`config.mk`:
```
export PLATFORM = sky130hd
export DESIGN_NAME = catc_stall_scheduler
export DESIGN_NICKNAME = d
export VERILOG_FILES = /design/src/rtl/catc_pkg.sv /design/src/rtl/catc_rr_arbiter.sv /design/src/rtl/catc_stall_scheduler.sv
export SDC_FILE = /design/constraint.sdc
export NUM_CORES = 1
export LEC_CHECK = 0
export CAP_MARGIN = 10
export CORE_MARGIN = 2
export CORE_UTILIZATION = 59
export CTS_CLUSTER_DIAMETER = 150
export DETAILED_ROUTE_END_ITERATION = 16
export PLACE_DENSITY = 0.81
export SYNTH_ARGS = -nofsm -noshare
export SYNTH_HDL_FRONTEND = slang
export SYNTH_HIERARCHICAL = 1
export SYNTH_SLANG_ARGS = --single-unit
```
`constraint.sdc`:
```
create_clock -name Clk -period 3.4 [get_ports Clk]
set_clock_uncertainty 0.2 [all_clocks]
set_input_delay 0.51 -clock Clk [delete_from_list [all_inputs] [get_ports Clk]]
set_output_delay 0.51 -clock Clk [all_outputs]
set_load 0.02 [all_outputs]
```
`src/rtl/catc_pkg.sv`:
```
// Shared types and defaults for the CATC stall scheduler.
// The optional STALL_STATS_EN build adds statistics counters to the top module.
package catc_pkg;

    typedef enum logic [1:0] {
        IDLE  = 2'd0,
        GRANT = 2'd1,
        WAIT  = 2'd2,
        DONE  = 2'd3
    } catcState_e;

    localparam int DefNumReq        = 4;
    localparam int DefFastThreshold = 64;
    localparam int DefBacklogBits   = 16;
    localparam int DefTimeout       = 4096;

    // (a + b) mod n for operands already below n
    function automatic int wrapAdd(input int a, input int b, input int n);
        int s;
        s = a + b;
        return (s >= n) ? s - n : s;
    endfunction

endpackage

```
`src/rtl/catc_rr_arbiter.sv`:
```
// Combinational round-robin pick: first set request at or above the pointer, wrapping.
module catc_rr_arbiter
    import catc_pkg::*;
#(
    parameter int NumReq  = DefNumReq,
    parameter int IdxBits = $clog2(NumReq)
) (
    input  logic [NumReq-1:0]  Req,
    input  logic [IdxBits-1:0] Ptr,
    output logic               Valid,
    output logic [NumReq-1:0]  OneHot,
    output logic [IdxBits-1:0] Idx
);

    logic [IdxBits-1:0] candIdx;

    always_comb begin
        Valid   = 1'b0;
        OneHot  = '0;
        Idx     = '0;
        candIdx = '0;
        for (int off = 0; off < NumReq; off++) begin
            candIdx = IdxBits'(wrapAdd(int'(Ptr), off, NumReq));
            if (!Valid && Req[candIdx]) begin
                Valid           = 1'b1;
                Idx             = candIdx;
                OneHot[candIdx] = 1'b1;
            end
        end
    end

endmodule

```
`src/rtl/catc_stall_scheduler.sv`:
```
// Shares one long-latency service port among NumReq requesters and drives CATC Delay/FastCatchup.
// Define STALL_STATS_EN to add the StallCycles, GrantCount and TimeoutCount outputs.
//
//  state | meaning
//  IDLE  | no transaction; arbitrate among Req
//  GRANT | winner latched, MemReq pulsed
//  WAIT  | waiting for MemDone or timeout
//  DONE  | Done (and Abort on timeout) pulsed to the winner
module catc_stall_scheduler
    import catc_pkg::*;
#(
    parameter int NumReq        = DefNumReq,
    parameter int FastThreshold = DefFastThreshold,
    parameter int BacklogBits   = DefBacklogBits,
    parameter int Timeout       = DefTimeout
) (
    input  logic              Clk,
    input  logic              Reset,
    input  logic              ClkEn,
    input  logic [NumReq-1:0] Req,
    input  logic [NumReq-1:0] Blocking,
    output logic [NumReq-1:0] Gnt,
    output logic [NumReq-1:0] Done,
    output logic              Abort,
    output logic              MemReq,
    input  logic              MemDone,
    output logic              Delay,
    output logic              FastCatchup,
    output logic              Busy
`ifdef STALL_STATS_EN
    ,
    output logic [31:0]             StallCycles,
    output logic [NumReq-1:0][15:0] GrantCount,
    output logic [7:0]              TimeoutCount
`endif
);

    localparam int IdxBits = $clog2(NumReq);
    localparam int TmoBits = $clog2(Timeout + 1);
    localparam logic [BacklogBits-1:0] FastThr = BacklogBits'(FastThreshold);

    catcState_e         state, stateNext;
    logic [NumReq-1:0]  gntQ, gntNext;
    logic               blkQ, blkNext;
    logic [IdxBits-1:0] ptrQ, ptrNext;
    logic [TmoBits-1:0] tmoQ, tmoNext;
    logic               abortQ, abortNext;
    logic               delayQ;
    logic [BacklogBits-1:0] backlog, backlogNext;
    logic               fcQ, fcNext;

    logic               arbValid;
    logic [NumReq-1:0]  arbOneHot;
    logic [IdxBits-1:0] arbIdx;

    catc_rr_arbiter #(.NumReq(NumReq), .IdxBits(IdxBits)) uArb (
        .Req    (Req),
        .Ptr    (ptrQ),
        .Valid  (arbValid),
        .OneHot (arbOneHot),
        .Idx    (arbIdx)
    );

    always_comb begin
        stateNext = state;
        gntNext   = gntQ;
        blkNext   = blkQ;
        ptrNext   = ptrQ;
        tmoNext   = tmoQ;
        abortNext = abortQ;
        case (state)
            IDLE: begin
                if (arbValid) begin
                    stateNext = GRANT;
                    gntNext   = arbOneHot;
                    blkNext   = Blocking[arbIdx];
                    ptrNext   = IdxBits'(wrapAdd(int'(arbIdx), 1, NumReq));
                    abortNext = 1'b0;
                end
            end
            GRANT: begin
                stateNext = WAIT;
                tmoNext   = TmoBits'(Timeout - 1);
            end
            WAIT: begin
                // a completion on the last permitted cycle wins over the timeout
                if (MemDone) begin
                    stateNext = DONE;
                end else if (tmoQ == '0) begin
                    stateNext = DONE;
                    abortNext = 1'b1;
                end else begin
                    tmoNext = tmoQ - 1'b1;
                end
            end
            DONE:    stateNext = IDLE;
            default: stateNext = IDLE;
        endcase
    end

    always_ff @(posedge Clk) begin
        if (Reset) begin
            state  <= IDLE;
            gntQ   <= '0;
            blkQ   <= 1'b0;
            ptrQ   <= '0;
            tmoQ   <= '0;
            abortQ <= 1'b0;
            delayQ <= 1'b0;
        end else begin
            state  <= stateNext;
            gntQ   <= gntNext;
            blkQ   <= blkNext;
            ptrQ   <= ptrNext;
            tmoQ   <= tmoNext;
            abortQ <= abortNext;
            // registered from next-state so Delay never glitches into CATC
            delayQ <= blkNext && ((stateNext == GRANT) || (stateNext == WAIT));
        end
    end

    assign Gnt    = (state != IDLE) ? gntQ : '0;
    assign Done   = (state == DONE) ? gntQ : '0;
    assign Abort  = (state == DONE) && abortQ;
    assign MemReq = (state == GRANT);
    assign Busy   = (state != IDLE);
    assign Delay  = delayQ;

    always_comb begin
        backlogNext = backlog;
        if (ClkEn) begin
            if (delayQ) begin
                if (backlog != '1) backlogNext = backlog + 1'b1;
            end else if (fcQ && (backlog != '0)) begin
                backlogNext = backlog - 1'b1;
            end
        end
        fcNext = fcQ;
        if (backlogNext >= FastThr) fcNext = 1'b1;
        else if (backlogNext == '0) fcNext = 1'b0;
    end

    always_ff @(posedge Clk) begin
        if (Reset) begin
            backlog <= '0;
            fcQ     <= 1'b0;
        end else begin
            backlog <= backlogNext;
            fcQ     <= fcNext;
        end
    end

    assign FastCatchup = fcQ;

`ifdef STALL_STATS_EN
    always_ff @(posedge Clk) begin
        if (Reset) begin
            StallCycles  <= '0;
            GrantCount   <= '0;
            TimeoutCount <= '0;
        end else begin
            if (ClkEn && delayQ) StallCycles <= StallCycles + 1'b1;
            if ((state == IDLE) && arbValid) GrantCount[arbIdx] <= GrantCount[arbIdx] + 1'b1;
            if (Abort && (TimeoutCount != 8'hFF)) TimeoutCount <= TimeoutCount + 1'b1;
        end
    end
`endif

endmodule
```
==> summary.txt <==
Worst setup path
  – Worst path bufs/invs: 1
  – CP max-delay cell: mux4_1
  – Startpoint Class: input port
  – Critical path class: in -> reg
  – Critical path cell sequence: clkdlybuf4s50_1 > mux4_1 > nor2b_1 > nor2_1 > o31ai_1 > mux4_2 > mux2i_1 > nor3_1
  – Worst EP arrival: 2980 ps
  – Worst stage delay on the critical path: 570 ps
  – Worst-path maximum fanout: 6
  – Critical Path End Type: flop
  – Cell family with most CP delay: multiplexers
  – Flop2flop setup slack: 480 ps
  – Crit path required time: 3370 ps

Clock network
  – CTS H-tree lvls: 2
  – CTS tree: done
  – Clock Pin Slew Worst Setup and Hold Paths: 70 ps
  – Clock Path Buffers: 2
  – CTS Buf Count: 5
  – Clock sink count: 41
  – Post_cts resized: 0
  – Cts-stage hold buffer count: 0
  – Clock root buffer: clkbuf_8
  – Post-CTS setup buffers: 0
  – Clk_lat worst skew: 290 ps

Detailed routing
  – Iteration-0 DRC Markers: 236
  – Drt wl/cell: 15.51 um
  – Detailed Routing Iterations Pass 1: 7
  – Vias per std cell: 6.393
  – Vias post-DR: 2941
  – Residual DRC: 0
  – Antenna Nets Post-Route: 0
  – Routed wire length: 7134 um

GRT
  – Initial antenna violation count: 0
  – Pin count of the biggest net entering global routing: 42
  – Grt total ovfl: 0
  – First-pass GRT wire length: 12200 um
  – GRT Util Overall: 24.88%
  – Vias in the first global route: 2701

STA
  – Final Cycle Share: 88.56%
  – Max_slew headroom: 65.91%
  – Final setup vio count: 0
  – Unrepaired setup endpoints after global routing: false
  – F_max: 332.1 MHz
  – Final hold viol count: 0
  – Fin Setup TNS: 0 ps
  – Slew Viols, Final: 0
  – Final critical-path required period: 3011 ps
  – Least-Margin Pin Slew: 504.8 ps

Final layout
  – Cell Count, Final, Fillers Out: 460
  – # diodes: 0
  – Synthesis-to-layout area growth: 10.56%
  – Most frequent cells in the layout: nor2_1, dfxtp_1, clkdlybuf4s50_1, nand2_1, a21oi_1
  – Share of layout cells above drive strength 1: 9.744%
  – Commonest non-fill, non-tap cell in the layout: nor2_1
  – Multi-input gate area in the final layout: 2120 um2
  – FF+latch area: 820.8 um2
  – NumNets Final: 414
  – FILL cells: 478

Yosys
  – Async S/R FF share, synth: 0%
  – Post-synth EDFFs: 0
  – FF+latch count, synth: 41
  – Primary FF master, synth: dfxtp_1
  – Synthesized cell area: 3152 um2
  – Total of warnings raised by yosys: 6
  – Sequential share of the synthesized area: 26.04%
  – Mapped Nets: 401
  – Cell variety after synth: 64
  – Mapped Cells: 377
  – Avg Inst Size Synth: 8.360 um2

Placement
  – HPWL after DPL: 5227 um
  – Placed instance count: 453
  – GPL Wtd Cong: 0.9229
  – PortBufs: 24

Run status
  – Status: complete, no violations

Floorplanning
  – Initial Utilization: 61.32%
  – Die width: 77.09 um
  – Rows: 26
  – Die height: 77.09 um
  – DIE AREA: 5943 um2
  – Core Area: 5140 um2
  – I/O pins: 25

Power and ir drop
  – Leak: 1.259 nW
  – Peak VDD IR: 585.4 uV
  – Pwr Density: 999.5 nW/um2

Flow run
  – Max Cap Viol: 0

Hold path
  – Hold Crit Class: reg -> reg
[routing by layer]
layer  wire [um]  share of wire [%]  up-vias  GRT usage, %
li1            -                  -     1419             -
met1        3030                 42     1393         30.01
met2        3590                 50      111         43.77
met3         361                5.1       18         4.471
met4         151                2.1        0         9.821
met5           0                  0        -             0
[flip-flops by register name, summed over array words and instances (netlist names)]
register and flops:
backlog 16, FastCatchup 1, gntQ 4, tmoQ 13, Delay 1, state 2, ptrQ 2, abortQ 1
blkQ 1
[worst min-delay path, stage by stage (launching register included)]
cell and delay [ps]:
dfxtp_1 310, nand2b_1 70, a21oi_1 40
[area by class of cell]
type,instances,area share [%]
Multi-Input combinational cell,297,60.83
Sequential cell,41,23.55
Timing Repair Buffer,33,8.833
Tap cell,70,2.513
Clock buffer,5,1.975
Inverter,12,1.293
Clock inverter,2,1.005
[cell usage after synthesis, drive strengths merged, types with 2 or more instances]
cell type / count / area [um2]
a211oi: 7 / 52.55
a21oi: 18 / 90.09
a22oi: 9 / 67.56
a31o: 2 / 17.52
a31oi: 7 / 43.79
a32o: 2 / 20.02
a32oi: 2 / 25.03
a41oi: 3 / 33.79
and2: 9 / 56.30
and3: 5 / 31.28
and4: 5 / 43.79
buf: 18 / 132.6
clkbuf: 9 / 33.78
dfxtp: 41 / 820.8
ha: 12 / 150.1
inv: 12 / 45.04
mux2i: 4 / 40.04
mux4: 5 / 120.1
nand2: 20 / 75.07
nand2b: 5 / 31.28
nand3: 13 / 65.06
nand3b: 2 / 15.01
nand4: 16 / 136.4
nand4b: 4 / 35.03
nor2: 45 / 171.4
nor2b: 12 / 75.07
nor3: 18 / 95.09
nor4: 9 / 113.9
nor4b: 3 / 41.29
o211ai: 2 / 15.01
o21ai: 12 / 60.06
o221ai: 2 / 17.52
o22ai: 2 / 12.51
o31ai: 3 / 27.52
o41ai: 3 / 26.28
or3: 3 / 18.77
or4: 3 / 30.03
xnor2: 7 / 61.31
xor2: 14 / 122.6
[worst paths after layout]
path / from / endpoint / cells after the start
setup / recovery: Req[3] / Delay / 8
hold reg to reg: tmoQ[12] / tmoQ[12] / 2
hold / removal: tmoQ[12] / tmoQ[12] / 2
setup reg to reg: ptrQ[1] / Delay / 9
[report_power, final]
part           total, mW  switching, mW  internal [mW]
Clock              0.378          0.165          0.213
Sequential         0.930          0.270          0.659
Combinational       2.18           1.24          0.938
[per-stage QoR]
stage / instance area, um2 / hold WS (ps) / utilization [%] / total power, mW / worst slack, ps
final: 3485 / 260.6 / 67.79 / 3.483 / 389.0
after global routing: 3485 / 276.0 / 67.79 / 3.773 / 220.1
after CTS: 3485 / 254.6 / 67.79 / 3.472 / 378.2
after detailed placement: 3381 / 244.0 / 65.77 / 3.078 / 64.34
after global placement: 3381 / 231.8 / 65.77 / 3.013 / 183.1
after floorplan: 3152 / 220.6 / - / 2.707 / 456.6
[kinds of logic after synthesis]
logic type               synth area share [%]
flip-flops                              26.04
buffers and inverters                   6.709
XOR/XNOR                                5.836
AO/OA/AOI/OAI                           17.39
adder cells (fa/ha/maj)                 4.764
multiplexers                            5.439
AND/OR/NAND/NOR                         33.82
Power figures use the tool's default switching activity.
